### config.mk
export PLATFORM = sky130hd
export DESIGN_NAME = booth_mul
export DESIGN_NICKNAME = d
export VERILOG_FILES = /design/src/rtl/alu_pkg.sv /design/src/rtl/booth_recode.sv /design/src/rtl/booth_mul.sv
export SDC_FILE = /design/constraint.sdc
export NUM_CORES = 1
export LEC_CHECK = 0
export ABC_AREA = 1
export CORE_ASPECT_RATIO = 0.75
export CORE_UTILIZATION = 40
export DETAILED_ROUTE_END_ITERATION = 8
export GPL_ROUTABILITY_DRIVEN = 1
export SKIP_CTS_REPAIR_TIMING = 1
export SLEW_MARGIN = 20
export SYNTH_ARGS = -nofsm -noshare
export SYNTH_HDL_FRONTEND = slang
export SYNTH_HIERARCHICAL = 1
export SYNTH_SLANG_ARGS = --single-unit
### constraint.sdc
create_clock -name clk -period 3.65 [get_ports clk]
set_input_delay 0.5475 -clock clk [delete_from_list [all_inputs] [get_ports clk]]
set_output_delay 0.5475 -clock clk [all_outputs]
set_load 0.03 [all_outputs]
### src/rtl/alu_pkg.sv
// alu_pkg: types and constants shared by the ALU multi-cycle units (MUL/DIV).
//   WORD_W        operand width
//   mul_state_t   multiplier FSM states
//   booth_op_t    recoded Booth operation per step
//   MUL_*         build-dependent multiplier geometry; selected by the
//                 BOOTH_MUL_RADIX4_EN macro (radix-4 when defined, radix-2 otherwise)
package alu_pkg;
  localparam int WORD_W      = 32;
  localparam int MUL_ITER_R2 = 32;
  localparam int MUL_ITER_R4 = 16;

  typedef enum logic [1:0] {IDLE, BUSY, DONE} mul_state_t;
  typedef enum logic [2:0] {NOP, ADD_M, SUB_M, ADD_2M, SUB_2M} booth_op_t;

`ifdef BOOTH_MUL_RADIX4_EN
  localparam int MUL_ITER  = MUL_ITER_R4;
  localparam int MUL_SHIFT = 2;
  localparam int MUL_ACC_W = WORD_W + 2;  // room for +/-2M
  localparam int MUL_RCD_W = 3;
`else
  localparam int MUL_ITER  = MUL_ITER_R2;
  localparam int MUL_SHIFT = 1;
  localparam int MUL_ACC_W = WORD_W + 1;  // -(-2^31) must not overflow
  localparam int MUL_RCD_W = 2;
`endif

  // Sized for the larger radix-2 count so both builds share one counter width.
  localparam int MUL_CNT_W = $clog2(MUL_ITER_R2);
endpackage

### src/rtl/booth_recode.sv
// booth_recode: combinational Booth recoder.
//   bits_i  recoder window: {Q[0],Q[-1]} (radix-2) or {Q[1],Q[0],Q[-1]}
//           (radix-4, when BOOTH_MUL_RADIX4_EN is defined)
//   op_o    operation applied to the accumulator this step
module booth_recode
  import alu_pkg::*;
(
  input  logic [MUL_RCD_W-1:0] bits_i,
  output booth_op_t            op_o
);
  always_comb begin
    op_o = NOP;
`ifdef BOOTH_MUL_RADIX4_EN
    case (bits_i)
      3'b001, 3'b010: op_o = ADD_M;
      3'b011:         op_o = ADD_2M;
      3'b100:         op_o = SUB_2M;
      3'b101, 3'b110: op_o = SUB_M;
      default:        op_o = NOP;
    endcase
`else
    case (bits_i)
      2'b01:   op_o = ADD_M;
      2'b10:   op_o = SUB_M;
      default: op_o = NOP;
    endcase
`endif
  end
endmodule

### src/rtl/booth_mul.sv
// booth_mul: sequential signed WIDTH x WIDTH Booth multiplier, start/done handshake.
//   clk, reset     single clock, synchronous active-high reset
//   start          operand strobe, sampled only in IDLE
//   Multiplicand   signed M, latched on accept
//   Multiplier     signed Q, latched on accept
//   Z              {HI,LO} product, updated only when DONE is entered
//   busy           high while stepping
//   done           one-cycle pulse, Z valid in the same cycle
// BOOTH_MUL_RADIX4_EN selects radix-4 recoding (16 steps) instead of radix-2 (32 steps).
module booth_mul
  import alu_pkg::*;
#(
  parameter int WIDTH = WORD_W
) (
  input  logic               clk,
  input  logic               reset,
  input  logic               start,
  input  logic [WIDTH-1:0]   Multiplicand,
  input  logic [WIDTH-1:0]   Multiplier,
  output logic [2*WIDTH-1:0] Z,
  output logic               busy,
  output logic               done
);
  localparam int ACC_W = WIDTH + (MUL_ACC_W - WORD_W);

  mul_state_t           state_q;
  logic [ACC_W-1:0]     a_q;
  logic [WIDTH-1:0]     q_q, m_q;
  logic                 qm1_q;
  logic [MUL_CNT_W-1:0] cnt_q;
  logic                 last_q;   // final step applied; next BUSY edge publishes Z
  logic [2*WIDTH-1:0]   z_q;
  logic                 busy_q, done_q;

  booth_op_t            op;
  logic [ACC_W-1:0]     m_ext, m_x2, sum_d, a_d;
  logic [WIDTH-1:0]     q_d;
  logic                 qm1_d;
  logic signed [ACC_W+WIDTH:0] cat_d, sh_d;

`ifdef BOOTH_MUL_RADIX4_EN
  booth_recode u_rcd (.bits_i({q_q[1:0], qm1_q}), .op_o(op));
`else
  booth_recode u_rcd (.bits_i({q_q[0], qm1_q}), .op_o(op));
`endif

  assign m_ext = {{(ACC_W-WIDTH){m_q[WIDTH-1]}}, m_q};
  assign m_x2  = {m_ext[ACC_W-2:0], 1'b0};

  // One Booth step: accumulate, then arithmetic shift of {A,Q,Q[-1]}.
  always_comb begin
    sum_d = a_q;
    case (op)
      ADD_M:   sum_d = a_q + m_ext;
      SUB_M:   sum_d = a_q - m_ext;
      ADD_2M:  sum_d = a_q + m_x2;
      SUB_2M:  sum_d = a_q - m_x2;
      default: sum_d = a_q;
    endcase
    cat_d = {sum_d, q_q, qm1_q};
    sh_d  = cat_d >>> MUL_SHIFT;
    a_d   = sh_d[ACC_W+WIDTH:WIDTH+1];
    q_d   = sh_d[WIDTH:1];
    qm1_d = sh_d[0];
  end

  always_ff @(posedge clk) begin
    if (reset) begin
      state_q <= IDLE;
      a_q     <= '0;
      q_q     <= '0;
      m_q     <= '0;
      qm1_q   <= 1'b0;
      cnt_q   <= '0;
      last_q  <= 1'b0;
      z_q     <= '0;
      busy_q  <= 1'b0;
      done_q  <= 1'b0;
    end else begin
      case (state_q)
        IDLE: begin
          done_q <= 1'b0;
          if (start) begin
            m_q     <= Multiplicand;
            q_q     <= Multiplier;
            a_q     <= '0;
            qm1_q   <= 1'b0;
            cnt_q   <= MUL_CNT_W'(MUL_ITER - 1);
            last_q  <= 1'b0;
            busy_q  <= 1'b1;
            state_q <= BUSY;
          end
        end
        BUSY: begin
          if (last_q) begin
            z_q     <= {a_q[WIDTH-1:0], q_q};
            busy_q  <= 1'b0;
            done_q  <= 1'b1;
            state_q <= DONE;
          end else begin
            a_q   <= a_d;
            q_q   <= q_d;
            qm1_q <= qm1_d;
            if (cnt_q == '0) last_q <= 1'b1;
            else             cnt_q  <= cnt_q - 1'b1;
          end
        end
        DONE: begin
          // start is deliberately ignored here; a new op needs a fresh IDLE cycle
          done_q  <= 1'b0;
          state_q <= IDLE;
        end
        default: state_q <= IDLE;
      endcase
    end
  end

  assign Z    = z_q;
  assign busy = busy_q;
  assign done = done_q;
endmodule
==> metrics.cfg <==
[run_status]
status = finished clean

[synthesis]
ys_ff_latch = 171
yosys_warnings = 6
synth_area_per_cell_um2 = 6.17
synth_area_leaders = dfxtp_1 29%, nand2_1 18%, o21ai_0 9.1%
async_flop_share_pct = 0
yosysMostFrequentCell = nand2_1
yosysSeqAreaShare_pct = 28.6
synth-edff-count = 0
synth_largest_area_cell = dfxtp_1
synth_cells = 1940
synth.top_cell.area_share_pct = 28.6
synth_ff_type = dfxtp_1
synth.distinct_cells = 44
synth_fp_nets = 2075
synthTopCellsByCount = 565 x nand2_1, 230 x nor2_1, 218 x o21ai_0
syn_area_um2 = 12000

[worst_setup_path]
cp_top_family = simple AND/OR/NAND/NOR gates
worst-r2r-setup-slack_ps = 170
cpMaxStageDelayCell = ha_1
required_ps = 3960
critPathLaunchType = flop
crit_end = a_q[26]$_SDFFE_PP0P_
cp.buffers_inverters = 1
worst_setup_path_end_kind = flop
r2r_end = a_q[26]$_SDFFE_PP0P_
cpMostUsedCell = nand2_1
arrival_ps = 3790
startpoint = m_q[3]$_SDFFE_PP0P_
r2r-start = m_q[3]$_SDFFE_PP0P_
crit_fanout = 6
reg2reg_depth = 20
crit_type = flop to flop
cpPeakStageDelay_ps = 420
crit_cells = 20
path_cells = nor2_2 -> nand2_1 -> nor2_4 -> nand2_4 -> nor3_4 -> xor2_1 -> nand2_1 -> o21ai_0 -> ha_1 -> nand2_1 -> nor2_2 -> inv_1 -> nor3_2 -> nand3_1 -> nand2_1 -> nand2_1 -> nand3_1 -> nand3_2 -> nand2_1 -> a21oi_1

[place]
io_buffers = 132
post-place-cells = 2420
gp_congestion = 0.964
pre_cts_slack_ps = -11.3
place_area_um2 = 13700
hpwl_um = 31900

[grt]
grt_pass1_wl_um = 64100
grt_remaining_overflow = 0
antenna_found_initial = 0
first_global_vias = 11400
grt_util_all_layers_pct = 27.0
grt_max_degree = 68

[floorplanning]
start_util_pct = 40.9
die_area_um2 = 30600
die_y_um = 152
ioPinCount = 133
std_cell_rows = 54
die_width_um = 202
coreArea_um2 = 29300

[clock_tree]
cts_tree = yes
clock_latency_ps = 460
clockRootBuffer = clkbuf_16
clock_path_buffers = 2
cts.htree.levels = 4
cts_made_buffers = 17
clkTransAtPathRegs_ps = 70
clock_sinks = 171

[cells_and_area]
syn2layout_area_growth_pct = 24.4
drive_gt1_share_pct = 10.7
antenna_cells = 0
final_cells = 2469
postLayoutCellArea_um2 = 14900
fin_nets = 2199

[min_path]
min_path_type = flop to flop
hold_depth = 2

[routing]
drtIter0Drc = 1093
route.detailed.drc = 0
drt-wirelength-per-cell_um = 16.9
wl_um = 41800
vias_per_cell = 5.33
num_vias = 13200
ant_nets = 0
dr.pass1.iters = 6

[sta]
hold_violations = 0
tightest_slew_ps = 762
skew_ps = 12.2
setup_tns_ps = 0
setup_viol_count_final = 0
rsz0062_at_grt = yes
fin_crit_ps = 3480
max_slew_margin_pct = 49.2
fin_crit_sh_pct = 95.3
drv_slew = 0
finalWorstSetupSlack_ps = 173
fmax_mhz = 288

[power]
swShare_pct = 39.2
power_density_nw_per_um2 = 402
comb_power_share_pct = 33.9
power.leakage_nw = 6.60
switching_power_mw = 2.34
p_int_mw = 3.63
p_seq_share_pct = 35.6
p_clk_share_pct = 30.5
ir_worst_vdd_uv = 295

[flow_run]
max-cap-violations = 0

cell families after synthesis:
family	after synthesis	share of synthesized area, %
DFF	171	28.6
other	1	0.0314
and+or+nand+nor	1008	35.0
xor gates and xnor gates	38	2.78
adders and majority gates	68	7.24
buffers and inverters	218	6.98
AOI/OAI and AO/OA	436	19.3
worst register-to-register path, stage by stage, from the launching register on:
cell and delay [ps]:
dfxtp_2 360, nor2_2 130, nand2_1 120, nor2_4 170
nand2_4 100, nor3_4 300, xor2_1 130, nand2_1 70
o21ai_0 200, ha_1 420, nand2_1 180, nor2_2 180
inv_1 130, nor3_2 170, nand3_1 180, nand2_1 110
nand2_1 50, nand3_1 80, nand3_2 100, nand2_1 90
a21oi_1 60
worst min path at each step:
stage / start / endpoint
after CTS: q_q[8]$_SDFFE_PP0P_ / Z[8]$_SDFFE_PP0P_
after detailed placement: q_q[18]$_SDFFE_PP0P_ / Z[18]$_SDFFE_PP0P_
final: q_q[7]$_SDFFE_PP0P_ / Z[7]$_SDFFE_PP0P_
after global placement: q_q[2]$_SDFFE_PP0P_ / Z[2]$_SDFFE_PP0P_
after global routing: q_q[19]$_SDFFE_PP0P_ / Z[19]$_SDFFE_PP0P_
after floorplan: cnt_q[0]$_SDFFE_PP0P_ / cnt_q[0]$_SDFFE_PP0P_
metrics by stage:
step | hold slack (ps) | utilization [%] | power, mW
floorplan | 431 | - | 3.42
CTS | 465 | 48.9 | 5.83
global route | 484 | 50.9 | 6.33
finish | 465 | 50.9 | 5.98
global placement | 447 | 46.9 | 3.98
detailed placement | 454 | 46.9 | 4.00
flip-flops by register name, indices dropped and copies added, names as in the netlist:
register / cells
done: 1
last_q: 1
q_q: 32
a_q: 32
busy: 1
qm1_q: 1
state_q: 2
Z: 64
m_q: 32
cnt_q: 5
power groups by stage:
stage	registers [mW]	logic (mW)	clock network [mW]
final	2.13	2.02	1.82
after global routing	2.15	2.24	1.93
after CTS	2.12	1.85	1.86
after detailed placement	2.16	1.84	0
after global placement	2.16	1.82	0
after floorplan	2.13	1.29	0
cell usage in the layout, fill, tap and decap left out, types with 29 or more instances in the layout:
master           synthesis  layout
o21ai_0                218     192
nand2_1                565     552
dfxtp_1                171     164
a21oi_1                150     126
nor2_1                 230     204
buf_4                    2      50
nor2_2                   8      29
nand3_1                140     136
inv_1                  130     126
clkdlybuf4s50_1          0     131
ha_1                    66      60
a31oi_1                 34      34
layer usage:
metal / GRT usage (%) / share of wire (%) / vias to the layer above / wire, µm
met3: 4.13 / 6.4 / 35 / 2680
li1: - / - / 6692 / -
met1: 40.5 / 50 / 6043 / 20800
met2: 39.7 / 42 / 391 / 17700
met4: 7.08 / 1.4 / 0 / 595
met5: 0 / 0 / - / 0
cell type report:
cell class,count,area [µm²]
clock buffers,17,425
clock inverters,15,158
fillers,2999,14400
inverters,140,527
multi-input cells,1551,8140
flip-flops and latches,171,3430
well taps,392,490
repair buffers,183,1710
Power figures use the tool's default switching activity.
